### src/rtl/mips_pkg.sv
// Shared definitions for the MIPS pipeline: writeback-stage state encoding,
// datapath widths and the hard-wired zero register.
package mips_pkg;

    localparam int XLEN    = 32;
    localparam int RADDR_W = 5;

    localparam logic [RADDR_W-1:0] REG_ZERO = 5'd0;

    typedef enum logic {
        IDLE = 1'b0,
        WAIT = 1'b1
    } state_t;

endpackage

### src/rtl/mem_wb_stage_if.sv
// Bundle of EX/MEM input, data-memory handshake and register-file write port
// seen by the memory/writeback stage.
interface mem_wb_stage_if;
    import mips_pkg::*;

    logic               in_valid;
    logic               in_ready;
    logic               in_reg_write;
    logic               in_mem_read;
    logic               in_mem_write;
    logic [XLEN-1:0]    in_alu_result;
    logic [XLEN-1:0]    in_store_data;
    logic [RADDR_W-1:0] in_dest;

    logic               dmem_req;
    logic               dmem_we;
    logic [XLEN-1:0]    dmem_addr;
    logic [XLEN-1:0]    dmem_wdata;
    logic               dmem_ack;
    logic [XLEN-1:0]    dmem_rdata;

    logic               write_enable;
    logic [RADDR_W-1:0] write_address;
    logic [XLEN-1:0]    write_data;
    logic               addr_err;
    logic               bus_err;

    // Environment side: EX/MEM, data memory and register file.
    modport master (
        output in_valid, in_reg_write, in_mem_read, in_mem_write,
        output in_alu_result, in_store_data, in_dest,
        input  in_ready,
        input  dmem_req, dmem_we, dmem_addr, dmem_wdata,
        output dmem_ack, dmem_rdata,
        input  write_enable, write_address, write_data, addr_err, bus_err
    );

    modport slave (
        input  in_valid, in_reg_write, in_mem_read, in_mem_write,
        input  in_alu_result, in_store_data, in_dest,
        output in_ready,
        output dmem_req, dmem_we, dmem_addr, dmem_wdata,
        input  dmem_ack, dmem_rdata,
        output write_enable, write_address, write_data, addr_err, bus_err
    );

endinterface

### src/rtl/mem_wb_stage.sv
// Memory-access / writeback stage: one instruction per handshake, word access
// over req/ack with timeout abort, one-cycle register-file write pulse.
module mem_wb_stage
    import mips_pkg::*;
#(
    parameter int TIMEOUT = 15
) (
    input  logic          clk,
    input  logic          reset,
    mem_wb_stage_if.slave bus
);

    // The counter reaches TIMEOUT on the edge where it currently holds TIMEOUT-1.
    localparam logic [7:0] CNT_LAST = 8'(TIMEOUT - 1);

    state_t             r_state,     w_state_nxt;
    logic               r_req,       w_req_nxt;
    logic               r_we,        w_we_nxt;
    logic [XLEN-1:0]    r_addr,      w_addr_nxt;
    logic [XLEN-1:0]    r_wdata,     w_wdata_nxt;
    logic [RADDR_W-1:0] r_dest,      w_dest_nxt;
    logic               r_regwr,     w_regwr_nxt;
    logic [7:0]         r_cnt,       w_cnt_nxt;
    logic               r_wr_en,     w_wr_en_nxt;
    logic [RADDR_W-1:0] r_wr_addr,   w_wr_addr_nxt;
    logic [XLEN-1:0]    r_wr_data,   w_wr_data_nxt;
    logic               r_addr_err,  w_addr_err_nxt;
    logic               r_bus_err,   w_bus_err_nxt;

    logic w_accept;
    logic w_mem_op;
    logic w_misaligned;

    assign w_accept     = bus.in_valid & (r_state == IDLE);
    assign w_mem_op     = bus.in_mem_read | bus.in_mem_write;
    assign w_misaligned = (bus.in_alu_result[1:0] != 2'b00);

    always_comb begin
        w_state_nxt    = r_state;
        w_req_nxt      = r_req;
        w_we_nxt       = r_we;
        w_addr_nxt     = r_addr;
        w_wdata_nxt    = r_wdata;
        w_dest_nxt     = r_dest;
        w_regwr_nxt    = r_regwr;
        w_cnt_nxt      = r_cnt;
        w_wr_en_nxt    = 1'b0;
        w_wr_addr_nxt  = r_wr_addr;
        w_wr_data_nxt  = r_wr_data;
        w_addr_err_nxt = 1'b0;
        w_bus_err_nxt  = 1'b0;

        case (r_state)
            IDLE: begin
                if (w_accept) begin
                    if (!w_mem_op) begin
                        w_wr_en_nxt   = bus.in_reg_write & (bus.in_dest != REG_ZERO);
                        w_wr_addr_nxt = bus.in_dest;
                        w_wr_data_nxt = bus.in_alu_result;
                    end else if (w_misaligned) begin
                        w_addr_err_nxt = 1'b1;
                    end else begin
                        w_req_nxt   = 1'b1;
                        w_we_nxt    = bus.in_mem_write;
                        w_addr_nxt  = bus.in_alu_result;
                        w_wdata_nxt = bus.in_store_data;
                        w_dest_nxt  = bus.in_dest;
                        w_regwr_nxt = bus.in_reg_write;
                        w_cnt_nxt   = 8'd0;
                        w_state_nxt = WAIT;
                    end
                end
            end
            WAIT: begin
                // An ack arriving on the timeout edge still completes the access.
                if (bus.dmem_ack) begin
                    w_req_nxt   = 1'b0;
                    w_we_nxt    = 1'b0;
                    w_state_nxt = IDLE;
                    if (!r_we) begin
                        w_wr_en_nxt   = r_regwr & (r_dest != REG_ZERO);
                        w_wr_addr_nxt = r_dest;
                        w_wr_data_nxt = bus.dmem_rdata;
                    end
                end else if (r_cnt == CNT_LAST) begin
                    w_req_nxt     = 1'b0;
                    w_we_nxt      = 1'b0;
                    w_bus_err_nxt = 1'b1;
                    w_state_nxt   = IDLE;
                end else begin
                    w_cnt_nxt = r_cnt + 8'd1;
                end
            end
            default: w_state_nxt = IDLE;
        endcase
    end

    always_ff @(posedge clk or posedge reset) begin
        if (reset) begin
            r_state <= IDLE;
        end else begin
            r_state <= w_state_nxt;
        end
    end

    always_ff @(posedge clk or posedge reset) begin
        if (reset) begin
            r_req      <= 1'b0;
            r_we       <= 1'b0;
            r_addr     <= '0;
            r_wdata    <= '0;
            r_dest     <= '0;
            r_regwr    <= 1'b0;
            r_cnt      <= 8'd0;
            r_wr_en    <= 1'b0;
            r_wr_addr  <= '0;
            r_wr_data  <= '0;
            r_addr_err <= 1'b0;
            r_bus_err  <= 1'b0;
        end else begin
            r_req      <= w_req_nxt;
            r_we       <= w_we_nxt;
            r_addr     <= w_addr_nxt;
            r_wdata    <= w_wdata_nxt;
            r_dest     <= w_dest_nxt;
            r_regwr    <= w_regwr_nxt;
            r_cnt      <= w_cnt_nxt;
            r_wr_en    <= w_wr_en_nxt;
            r_wr_addr  <= w_wr_addr_nxt;
            r_wr_data  <= w_wr_data_nxt;
            r_addr_err <= w_addr_err_nxt;
            r_bus_err  <= w_bus_err_nxt;
        end
    end

    assign bus.in_ready      = (r_state == IDLE);
    assign bus.dmem_req      = r_req;
    assign bus.dmem_we       = r_we;
    assign bus.dmem_addr     = r_addr;
    assign bus.dmem_wdata    = r_wdata;
    assign bus.write_enable  = r_wr_en;
    assign bus.write_address = r_wr_addr;
    assign bus.write_data    = r_wr_data;
    assign bus.addr_err      = r_addr_err;
    assign bus.bus_err       = r_bus_err;

endmodule

### src/flat_wrapper.sv
// flat-port wrapper written by rule: the top's interface ports become plain ports
module mem_wb_stage_flat import mips_pkg::*;
#(
    parameter int TIMEOUT = 15
)
  (clk, reset, bus_in_valid, bus_in_reg_write, bus_in_mem_read, bus_in_mem_write, bus_in_alu_result, bus_in_store_data, bus_in_dest, bus_in_ready, bus_dmem_req, bus_dmem_we, bus_dmem_addr, bus_dmem_wdata, bus_dmem_ack, bus_dmem_rdata, bus_write_enable, bus_write_address, bus_write_data, bus_addr_err, bus_bus_err);
  mem_wb_stage_if bus_i ();
  input  logic clk;
  input  logic reset;
  input wire logic [$bits(bus_i.in_valid)-1:0] bus_in_valid;
  input wire logic [$bits(bus_i.in_reg_write)-1:0] bus_in_reg_write;
  input wire logic [$bits(bus_i.in_mem_read)-1:0] bus_in_mem_read;
  input wire logic [$bits(bus_i.in_mem_write)-1:0] bus_in_mem_write;
  input wire logic [$bits(bus_i.in_alu_result)-1:0] bus_in_alu_result;
  input wire logic [$bits(bus_i.in_store_data)-1:0] bus_in_store_data;
  input wire logic [$bits(bus_i.in_dest)-1:0] bus_in_dest;
  output wire logic [$bits(bus_i.in_ready)-1:0] bus_in_ready;
  output wire logic [$bits(bus_i.dmem_req)-1:0] bus_dmem_req;
  output wire logic [$bits(bus_i.dmem_we)-1:0] bus_dmem_we;
  output wire logic [$bits(bus_i.dmem_addr)-1:0] bus_dmem_addr;
  output wire logic [$bits(bus_i.dmem_wdata)-1:0] bus_dmem_wdata;
  input wire logic [$bits(bus_i.dmem_ack)-1:0] bus_dmem_ack;
  input wire logic [$bits(bus_i.dmem_rdata)-1:0] bus_dmem_rdata;
  output wire logic [$bits(bus_i.write_enable)-1:0] bus_write_enable;
  output wire logic [$bits(bus_i.write_address)-1:0] bus_write_address;
  output wire logic [$bits(bus_i.write_data)-1:0] bus_write_data;
  output wire logic [$bits(bus_i.addr_err)-1:0] bus_addr_err;
  output wire logic [$bits(bus_i.bus_err)-1:0] bus_bus_err;
  assign bus_i.in_valid = bus_in_valid;
  assign bus_i.in_reg_write = bus_in_reg_write;
  assign bus_i.in_mem_read = bus_in_mem_read;
  assign bus_i.in_mem_write = bus_in_mem_write;
  assign bus_i.in_alu_result = bus_in_alu_result;
  assign bus_i.in_store_data = bus_in_store_data;
  assign bus_i.in_dest = bus_in_dest;
  assign bus_in_ready = bus_i.in_ready;
  assign bus_dmem_req = bus_i.dmem_req;
  assign bus_dmem_we = bus_i.dmem_we;
  assign bus_dmem_addr = bus_i.dmem_addr;
  assign bus_dmem_wdata = bus_i.dmem_wdata;
  assign bus_i.dmem_ack = bus_dmem_ack;
  assign bus_i.dmem_rdata = bus_dmem_rdata;
  assign bus_write_enable = bus_i.write_enable;
  assign bus_write_address = bus_i.write_address;
  assign bus_write_data = bus_i.write_data;
  assign bus_addr_err = bus_i.addr_err;
  assign bus_bus_err = bus_i.bus_err;
  mem_wb_stage #(.TIMEOUT(TIMEOUT)) u_core (.clk(clk), .reset(reset), .bus(bus_i));
endmodule
### config.mk
export PLATFORM = sky130hd
export DESIGN_NAME = mem_wb_stage_flat
export DESIGN_NICKNAME = d
export VERILOG_FILES = /design/src/rtl/mips_pkg.sv /design/src/rtl/mem_wb_stage_if.sv /design/src/rtl/mem_wb_stage.sv /design/src/flat_wrapper.sv
export SDC_FILE = /design/constraint.sdc
export NUM_CORES = 1
export LEC_CHECK = 0
export CORE_MARGIN = 4
export CORE_UTILIZATION = 40
export DETAILED_ROUTE_END_ITERATION = 7
export GPL_TIMING_DRIVEN = 0
export HOLD_SLACK_MARGIN = 0.15
export MAX_ROUTING_LAYER = met4
export PLACE_DENSITY = 0.88
export SLEW_MARGIN = 25
export SYNTH_ARGS = -nofsm -noshare
export SYNTH_HDL_FRONTEND = slang
export SYNTH_SLANG_ARGS = --single-unit
### constraint.sdc
create_clock -name clk -period 5.35 [get_ports clk]
set_clock_uncertainty 0.15 [all_clocks]
set_input_delay 0.8025 -clock clk [delete_from_list [all_inputs] [get_ports clk]]
set_output_delay 0.8025 -clock clk [all_outputs]
set_load 0.005 [all_outputs]
Yosys cells after proc, flatten, opt, wreduce, memory -nomap -nowiden
Cells that the tools add are included.

Output and inout bits: 107. Input port bits: 108. Flip-flop bits (word level): 121. Word-level logic and storage cells: 81.

Bitwise gates (word level): 6. Add/sub/neg operators: 1. Reduce and logical (&&, ||, !) cells: 7. Equal/unequal tests: 10. Mux-type cells: 44.

Operator list (number): $mux W32 (4); $pmux W32 S2 (1); $mux W8 (5); $mux W1 (24); $mux W5 (4); $pmux W8 S2 (1); $ne A2 B2 Y1 const B (6); $reduce_and A4 Y1 (3); $pmux W5 S2 (1); $reduce_bool A5 Y1 (2); $add A8 B1 Y8 const B (1); $eq A8 B4 Y1 const B (1); $pmux W1 S2 (4); $reduce_and A5 Y1 (1); $ne A2 B1 Y1 const B (2); $and A1 B1 Y1 (3); $ne A3 B3 Y1 const B (1); $not A1 Y1 (2); $reduce_bool A2 Y1 (1); $or A1 B1 Y1 (1).

Logic depth before layout (Yosys ltp)
Word-level depth: 5. Gate-level depth with buffers: 7. Depth with buffers taken out: 6.

Worst setup path before layout
No wires, ideal clock.

Path kind: input -> register. From: input bus_in_mem_write. To: register u_core.r_addr[21], in the netlist u_core.bus.dmem_addr[21]. Setup slack: 3.385 ns. Setup time: 0.125 ns. Buffers on the path: 1. Stages: 4. Arrival time: 1.690 ns. Required time: 5.075 ns. Path through: or2_4 nand3_4 clkbuf_8 mux2_2.

Longest elaborated chain between the ends: 2.

RTL lines: from (decl) (RTL line flat_wrapper.sv:13) `input wire logic [$bits(bus_i.in_mem_write)-1:0] bus_in_mem_write;`; $or A1 B1 Y1 (RTL line mem_wb_stage.sv:35) `assign w_mem_op = bus.in_mem_read | bus.in_mem_write;`; $reduce_and A4 Y1 (no source line); to (signal assigned) (RTL line mem_wb_stage.sv:123) `r_addr <= w_addr_nxt;`; to (decl) (RTL line mem_wb_stage.sv:19) `logic [XLEN-1:0] r_addr, w_addr_nxt;`.

No other way between the ends. A chain may end at the register's enable or synchronous reset.

Worst setup path after layout
From: register u_core.r_state. To: output bus_in_ready.

Longest elaborated chain between the ends: 1.

RTL lines: from (decl) (RTL line mem_wb_stage.sv:16) `state_t r_state, w_state_nxt;`; from (signal assigned) (RTL line mem_wb_stage.sv:102) `r_state <= w_state_nxt;`; $not A1 Y1 (no source line); to (decl) (RTL line flat_wrapper.sv:17) `output wire logic [$bits(bus_i.in_ready)-1:0] bus_in_ready;`.

No other way between the ends.

==> impl_metrics.tcl <==
set metrics [dict create \
    cts_tree "done" \
    max_freq_mhz 352 \
    dieArea_um2 14700 \
    nNetsFinal 734 \
    fin_crit_ps 2840 \
    wl_um 14600 \
    min_path_cells 1 \
    avgSynthCellArea_um2 13.1 \
    drc 0 \
    synth_top_area_frac 0.592 \
    hpwl_um 10900 \
    rrSetupSlack_ps 3630 \
    rsz0062_at_grt "no" \
    drt_first_iter_violations 200 \
    synthArstFlopShare 1.00 \
    start_kind "flip-flop" \
    p_per_area_nw_per_um2 409 \
    outcome "finished, final reports clean" \
    overflow 0 \
    htree_levels 4 \
    yosysWarnings 0 \
    synth_area_leaders "dfrtp_1 (59%), mux2_2 (15%), mux2i_1 (7.2%)" \
    cts_buffer_depth 2 \
    die_h_um 121 \
    grt_pass1_vias 4464 \
    post_cts_resize_count 0 \
    dieWidth_um 121 \
    finalSetupViolations 0 \
    hold_start "u_core.bus.dmem_addr[0]" \
    stdcell_count 809 \
    synthCells 390 \
    rr_endpoint "u_core.r_cnt[3]" \
    peakVddDrop_mv 0.247 \
    min_path_type "reg2reg" \
    yosysMostFrequentCell "dfrtp_1" \
    cp_data_required_time_ps 4400 \
    vias_per_cell 4.98 \
    crit_type "reg2out" \
    ys_types 37 \
    critPathArrivalTime_ps 1890 \
    clk_latency_ps 410 \
    syn_area_um2 5110 \
    dp.cells 777 \
    syn_nets 500 \
    io_buffers 214 \
    placed_area_um2 7500 \
    start_util 0.407 \
    ys_seq_area_frac 0.592 \
    clkSinkCount 121 \
    place_congestion 0.802 \
    vias 4027 \
    relSlewSlack 0.688 \
    coreArea_um2 12600 \
    rows 41 \
    holdPathEnd "u_core.bus.dmem_addr[0]" \
    finish.instance_area_um2 8130 \
    finalMaxSlewViolations 0 \
    yosys.area.top_type "dfrtp_1" \
    grt_max_degree 73 \
    cp-end-kind "output pin" \
    antenna_found_initial 0 \
    tightest_slew_ps 469 \
    ys_top_cells_by_count "dfrtp_1 (121), mux2_2 (69), nor2_1 (42)" \
    ys_seq_elements 121 \
    grt_pass1_wl_um 22900 \
    rr_worst_depth 7 \
    ant_nets 0 \
    r2r-start "u_core.r_cnt[0]" \
    fin_crit_sh 0.531 \
    cap_violations 0 \
    synth-main-ff-cell "dfrtp_1" \
    clock_tree.root_cell "clkbuf_16" \
    synth_edf_count 0 \
    cts.clk_slew.worst_paths_ps 50 \
    cts.hold.buffers_added 0 \
    grt_usage 0.209 \
    num_antenna_cells 0 \
    numCtsBuffers 17 \
    areaGrowthSynthToFinish_pct 59.1 \
    wl_per_cell_um 18.1 \
    postCtsSetupBuffers 0 \
    p_leak_uw 0.00340 \
    cp_max_fo 10 \
    finalHoldViolCount 0 \
    pin_count 215 \
    first_pass_iters 4 \
    drive_gt1_frac 0.201 \
]
final cells by class:
cell class                 count  area (um2)
buffer                        22         195
clock buffer                  24         492
clock inverter                 8         140
fill                         929        4430
inverter                       6        27.5
multi-input combinational    241        1870
sequential                   121        3030
tap                          172         215
timing repair buffer         215        2170
report_power, final:
| group | switching [uW] | internal, uW | leakage (uW) |
|---|---|---|---|
| clock network | 386 | 825 | 0.000314 |
| registers | 136 | 1130 | 0.00143 |
| logic | 294 | 555 | 0.00166 |
| total | 817 | 2510 | 0.00340 |
layout by cell type (no fill, tap or decap), types with 2 or more instances in the layout:
| cell | count |
|---|---|
| clkdlybuf4s50_1 | 214 |
| dfrtp_1 | 121 |
| mux2_2 | 69 |
| nor2_1 | 42 |
| a21oi_1 | 39 |
| mux2i_1 | 37 |
| clkbuf_16 | 17 |
| nand3_1 | 11 |
| buf_6 | 10 |
| buf_2 | 8 |
| clkbuf_8 | 6 |
| inv_1 | 5 |
| nand2_1 | 4 |
| clkinv_2 | 4 |
| bufinv_16 | 4 |
| o21ai_0 | 3 |
| a31oi_1 | 3 |
| nand4_1 | 3 |
| o21ai_1 | 3 |
| clkbuf_1 | 3 |
| and2_1 | 2 |
| buf_4 | 2 |
| or4_1 | 2 |
| nor3_1 | 2 |
| o22ai_1 | 2 |
| o311ai_1 | 2 |
| ha_1 | 2 |
critical path: stages (launching register included):
cell and delay (ps):
dfrtp_1 390, buf_4 240, buf_2 300, inv_1 90, clkdlybuf4s50_1 460
through the flow:
step                      utilization  setup WS (ps)  power (uW)  TNS (ps)  hold slack (ps)
after floorplan                     -           1180        1560         0              328
after global placement          0.594           -439        2090    -52080              321
after detailed placement        0.597           2680        2130         0              333
after CTS                       0.647           2510        3360         0              345
after global routing            0.647           2440        3490         0              349
final                           0.647           2510        3330         0              340
logic make-up after synthesis:
family	after synthesis	share of synthesized area
and+or+nand+nor	75	0.0720
muxes	106	0.224
adders and majority gates	2	0.00489
DFF	121	0.592
AOI/OAI and AO/OA	57	0.0622
xor gates and xnor gates	1	0.00171
buffers and inverters	28	0.0426
worst max path at each step:
stage                   startpoint                        end  depth (start not counted)
floorplan                    reset        u_core.bus.addr_err                          1
global placement             reset  u_core.bus.dmem_wdata[31]                          2
detailed placement    bus_dmem_ack  u_core.bus.write_data[12]                          6
CTS                 u_core.r_state               bus_in_ready                          4
global route        u_core.r_state               bus_in_ready                          4
finish              u_core.r_state               bus_in_ready                          4
flip-flops by register name (all words and copies together), names as in the netlist:
register                  cells
u_core.bus.dmem_addr         32
u_core.bus.dmem_wdata        32
u_core.bus.write_data        32
u_core.r_cnt                  8
u_core.bus.write_address      5
u_core.r_dest                 5
u_core.bus.addr_err           1
u_core.bus.bus_err            1
u_core.bus.dmem_req           1
u_core.bus.dmem_we            1
u_core.bus.write_enable       1
u_core.r_regwr                1
u_core.r_state                1
per-layer routing:
metal / track usage / part of all wire
met1: 0.239 / 0.39
met2: 0.338 / 0.51
met3: 0.0751 / 0.078
met4: 0.0807 / 0.024
met5: - / 0
Power figures use the tool's default switching activity.
